<file path="src/rtl/ixu_sc_issue_queue.sv">
// Age-ordered collapsing issue queue for the IXU single-cycle pipe.
// Selects the oldest micro-op whose sources are ready, including same-cycle wakeups.
module ixu_sc_issue_queue #(
    parameter int DEPTH = 8
) (
    input  logic                       core_clock_i,
    input  logic                       core_reset_ni,
    input  logic                       core_flush_i,
    input  logic [17:0]                enq_data_i,
    input  logic                       enq_rs1_rdy_i,
    input  logic                       enq_rs2_rdy_i,
    input  logic                       enq_valid_i,
    output logic                       enq_ready_o,
    input  logic [5:0]                 wk0_dest_i,
    input  logic                       wk0_valid_i,
    input  logic [5:0]                 wk1_dest_i,
    input  logic                       wk1_valid_i,
    input  logic [5:0]                 wk2_dest_i,
    input  logic                       wk2_valid_i,
    output logic [17:0]                issue_data_o,
    output logic                       issue_valid_o,
    output logic [$clog2(DEPTH):0]     occupancy_o
);

    localparam int IW = $clog2(DEPTH);
    localparam int CW = IW + 1;

    logic [CW-1:0] count_q, count_d;
    logic [5:0]    rob_q [DEPTH];
    logic [5:0]    rs1_q [DEPTH];
    logic [5:0]    rs2_q [DEPTH];
    logic          r1_q  [DEPTH];
    logic          r2_q  [DEPTH];
    logic [5:0]    rob_d [DEPTH];
    logic [5:0]    rs1_d [DEPTH];
    logic [5:0]    rs2_d [DEPTH];
    logic          r1_d  [DEPTH];
    logic          r2_d  [DEPTH];

    logic          vld   [DEPTH];
    logic          eff1  [DEPTH];
    logic          eff2  [DEPTH];
    logic          found;
    logic [IW-1:0] sel_idx;
    logic [IW-1:0] wr_idx;
    logic          issue_fire;
    logic          enq_fire;

    // Tag 0 is the hardwired zero register and never waits on a producer.
    function automatic logic src_ready(input logic [5:0] tag);
        return (tag == 6'd0)
            || (wk0_valid_i && (wk0_dest_i == tag))
            || (wk1_valid_i && (wk1_dest_i == tag))
            || (wk2_valid_i && (wk2_dest_i == tag));
    endfunction

    always_comb begin
        for (int i = 0; i < DEPTH; i++) begin
            vld[i]  = (CW'(i) < count_q);
            eff1[i] = r1_q[i] | src_ready(rs1_q[i]);
            eff2[i] = r2_q[i] | src_ready(rs2_q[i]);
        end
    end

    always_comb begin
        found   = 1'b0;
        sel_idx = '0;
        for (int i = DEPTH - 1; i >= 0; i--) begin
            if (vld[i] && eff1[i] && eff2[i]) begin
                found   = 1'b1;
                sel_idx = IW'(i);
            end
        end
    end

    assign issue_fire    = found && !core_flush_i;
    assign issue_valid_o = issue_fire;
    assign issue_data_o  = {rs2_q[sel_idx], rs1_q[sel_idx], rob_q[sel_idx]};
    assign enq_ready_o   = (count_q < CW'(DEPTH));
    assign occupancy_o   = count_q;
    assign enq_fire      = enq_valid_i && enq_ready_o && !core_flush_i;
    assign wr_idx        = IW'(count_q - CW'(issue_fire));

    // Entries above the issued slot move down one place, carrying captured wakeups.
    always_comb begin
        for (int i = 0; i < DEPTH; i++) begin
            int src;
            src = i;
            if (issue_fire && (i >= int'(sel_idx)) && (i < DEPTH - 1)) begin
                src = i + 1;
            end
            rob_d[i] = rob_q[IW'(src)];
            rs1_d[i] = rs1_q[IW'(src)];
            rs2_d[i] = rs2_q[IW'(src)];
            r1_d[i]  = eff1[IW'(src)];
            r2_d[i]  = eff2[IW'(src)];
        end
        if (enq_fire) begin
            rob_d[wr_idx] = enq_data_i[5:0];
            rs1_d[wr_idx] = enq_data_i[11:6];
            rs2_d[wr_idx] = enq_data_i[17:12];
            r1_d[wr_idx]  = enq_rs1_rdy_i | src_ready(enq_data_i[11:6]);
            r2_d[wr_idx]  = enq_rs2_rdy_i | src_ready(enq_data_i[17:12]);
        end
    end

    always_comb begin
        if (core_flush_i) begin
            count_d = '0;
        end else begin
            count_d = count_q + CW'(enq_fire) - CW'(issue_fire);
        end
    end

    always_ff @(posedge core_clock_i) begin
        if (!core_reset_ni) begin
            count_q <= '0;
        end else begin
            count_q <= count_d;
        end
    end

    // Payload storage needs no reset: slots at or above count_q are never observed.
    always_ff @(posedge core_clock_i) begin
        for (int i = 0; i < DEPTH; i++) begin
            rob_q[i] <= rob_d[i];
            rs1_q[i] <= rs1_d[i];
            rs2_q[i] <= rs2_d[i];
            r1_q[i]  <= r1_d[i];
            r2_q[i]  <= r2_d[i];
        end
    end

endmodule

</file>
<file path="config.mk">
export PLATFORM = sky130hd
export DESIGN_NAME = ixu_sc_issue_queue
export DESIGN_NICKNAME = d
export VERILOG_FILES = /design/src/rtl/ixu_sc_issue_queue.sv
export SDC_FILE = /design/constraint.sdc
export NUM_CORES = 1
export LEC_CHECK = 0
export BUFFER_PORTS_ARGS = -buffer_cell sky130_fd_sc_hd__buf_2
export CAP_MARGIN = 20
export CORE_MARGIN = 2
export CORE_UTILIZATION = 37
export DETAILED_ROUTE_END_ITERATION = 8
export PLACE_DENSITY = 0.58
export SYNTH_ARGS = -nofsm -noshare
export SYNTH_HDL_FRONTEND = slang
export SYNTH_SLANG_ARGS = --single-unit
</file>
<file path="constraint.sdc">
create_clock -name core_clock_i -period 3.8 [get_ports core_clock_i]
set_input_delay 0.57 -clock core_clock_i [delete_from_list [all_inputs] [get_ports core_clock_i]]
set_output_delay 0.57 -clock core_clock_i [all_outputs]
set_load 0.005 [all_outputs]
</file>
==> impl_metrics.ini <==
[place]
place_hpwl_um = 37700
place.gp.congestion = 0.967
port_buffers = 68
dpl_cell_area_um2 = 15800
place_inst = 2188

[clock_tree]
clk_pin_slew_ns = 0.07
tritoncts = yes
cts_hold_buf = 0
cts_buffers = 17
cts.htree.levels = 4
cts_sinks = 164
cts_max_path_buffers = 2
cts_root_buffer = clkbuf_16
clk_latency_ns = 0.45

[yosys]
synthSimpleGateAreaFrac_pct = 14.9
seq_area_frac_synth_pct = 25.7
synth_mux_area_share_pct = 9.90
ys_ff_latch = 164
synthCells = 1644
synthesis.area_um2 = 13500
ys_top_cells_by_area = dfxtp_1 22%, xnor2_1 11%, xor2_1 10%, mux2i_1 9.7%, o21ai_0 4.8%
syn_nets = 1698
synth_xor_area_share_pct = 21.2
synthAdderAreaFrac_pct = 0.892
synth_compound_area_share_pct = 17.7
synthArstFlopShare_pct = 0
yosys.cell_types.count = 59
synth_top_family_by_area = XOR/XNOR gates
yosysWarningCount = 0
synth_ff_type = dfxtp_1
yosys.area.top_type_share_pct = 21.7
synth_edf_count = 18
yosysTopAreaCell = dfxtp_1
syn_avg_cell_area_um2 = 8.19

[cells_and_area]
nFillCells = 3353
syn2layout_area_growth_pct = 30.5
final_cell_area_um2 = 17600
fin_cells = 2259
nets = 1839
layout.cells.most_common = buf_4
final_cell_mix = 204 x buf_4, 161 x xnor2_1, 155 x xor2_1
drive_gt1_share_pct = 29.7
antenna_cells = 0

[grt]
grt_overflow_total = 0
grt_max_degree = 43
grt_pass1_wl_um = 80900
grt_pass1_vias = 13200
grt_usage_pct = 27.9
antenna_found_initial = 0

[setup_path]
crit_top_cell = buf_12
startpoint_type = input pin
critPathRequiredTime_ns = 3.23
worst_path_max_delay_cell = o41ai_2
slowest_delay_ns = 0.42
cpLargestDelayFamily = compound AO/OA/AOI/OAI gates
reg2regPathDepth = 18
critPathBufInv = 7
end_kind = primary output
cp.depth = 16
crit_arrival_ns = 3.69
path_cells = buf_2 -> buf_12 -> buf_12 -> xnor2_2 -> nand4_1 -> o41ai_2 -> or3_4 -> o2111ai_4 -> buf_6 -> a211o_4 -> a21oi_4 -> buf_6 -> buf_12 -> mux2i_2 -> o2111ai_2 -> buf_2
crit_fanout = 5
path_class = in2out

[timing]
worst_slew_pin_slew_ns = 0.513
setup_viol = 18
slew_headroom_pct = 65.8
setup_ws_ns = -0.456
layout_min_cycle_time_ns = 4.26
fin_setup_tns_ns = -6.97
whs_ns = 0.405
clock.fmax_mhz = 235
hold_viol = 0
fin_skew_ns = 0.0163
finalCritPeriodShare_pct = 112
rsz0062_at_grt = yes
maxSlewViolCount = 0

[die]
row_count = 69
pin_count = 69
die-area_um2 = 37900
start_util_pct = 37.7
die_h_um = 195
core_um2 = 35700
dieWidth_um = 195

[pwr]
power.total_mw = 18.2
ir_worst_vdd_v = 0.000588
total_leakage_power_nw = 6.97
pwr_density_cell_nw_per_um2 = 1040

[min_path]
worstHoldPathType = in2reg
whs_path_depth = 2

[flow_run]
drv_cap = 0

[run_status]
failed_checks = negative setup slack
status = complete, but fails checks

[drt]
drtAntennaViolNets = 0
drc_errors = 0
drt_iter0_markers = 1282
wl_um = 53600
vias = 13200
drtPass1Iterations = 5
avgViaCountPerCell = 5.86
drt-wirelength-per-cell_um = 23.7
-- cells in the mapped netlist (all sizes together) (24+ instances only) --
master,count
o21a,39
mux2i,131
nand2,81
buf,103
a21oi,87
clkbuf,119
o21ai,150
dfxtp,146
inv,34
nor3,24
nand4,56
nor3b,49
nor4,55
xnor2,169
nor2,92
xor2,157
-- per-stage QoR --
step	util, %	setup slack, ns
finish	49.2	-0.456
detailed placement	44.2	-0.602
global placement	44.2	-0.563
floorplan	-	-0.000000666
global route	49.2	-0.545
CTS	48.7	-0.276
-- final timing paths --
check | from | to | slack (ns)
worst max-delay path | wk0_dest_i[0] | issue_data_o[11] | -0.46
worst min-delay path | core_reset_ni | occupancy_o[1] | 0.40
worst max register to register | rs2_q[5][2] | rs2_q[3][3] | 0.14
worst min register to register | rs2_q[6][3] | rs2_q[6][3] | 0.50
-- logic make-up (layout without fill, tap and decap cells) --
logic type / count (synthesis) / count (layout)
AOI/OAI and AO/OA: 374 / 374
adders and majority gates: 9 / 9
DFF: 164 / 164
buffers and inverters: 257 / 411
xor gates and xnor gates: 326 / 326
and+or+nand+nor: 381 / 381
muxes: 133 / 133
-- final cells by class --
cell class	instances	area, um^2	area share, %
multi-input combinational	1223	9350	53.2
sequential	164	3540	20.1
timing repair buffer	344	3390	19.3
tap	461	577	3.28
clock buffer	19	443	2.52
inverter	35	139	0.790
clock inverter	13	135	0.769
-- report_power, final --
| group | leakage, nW | internal [mW] | switching (mW) |
|---|---|---|---|
| clock network | 0.280 | 0.942 | 0.834 |
| registers | 1.40 | 2.70 | 1.48 |
| logic | 5.30 | 6.08 | 6.18 |
| total | 6.97 | 9.72 | 8.49 |
-- routing by layer --
metal  vias to the layer above  GRT usage, %  wire [um]
met5                         -             0          0
met4                         0          13.9       2660
met1                      6444          35.7      22800
met2                       629          46.6      24800
met3                       160          3.51       3460
li1                       5998             -          -
-- timing repair --
item	4_1_cts	5_1_grt
cloned	9	0
pin swaps	52	12
gates resized for setup	169	39
endpoints found under the setup margin	18	62
endpoints found under the hold margin	0	0
setup buffers	32	0
(Power assumes the default switching activity.)
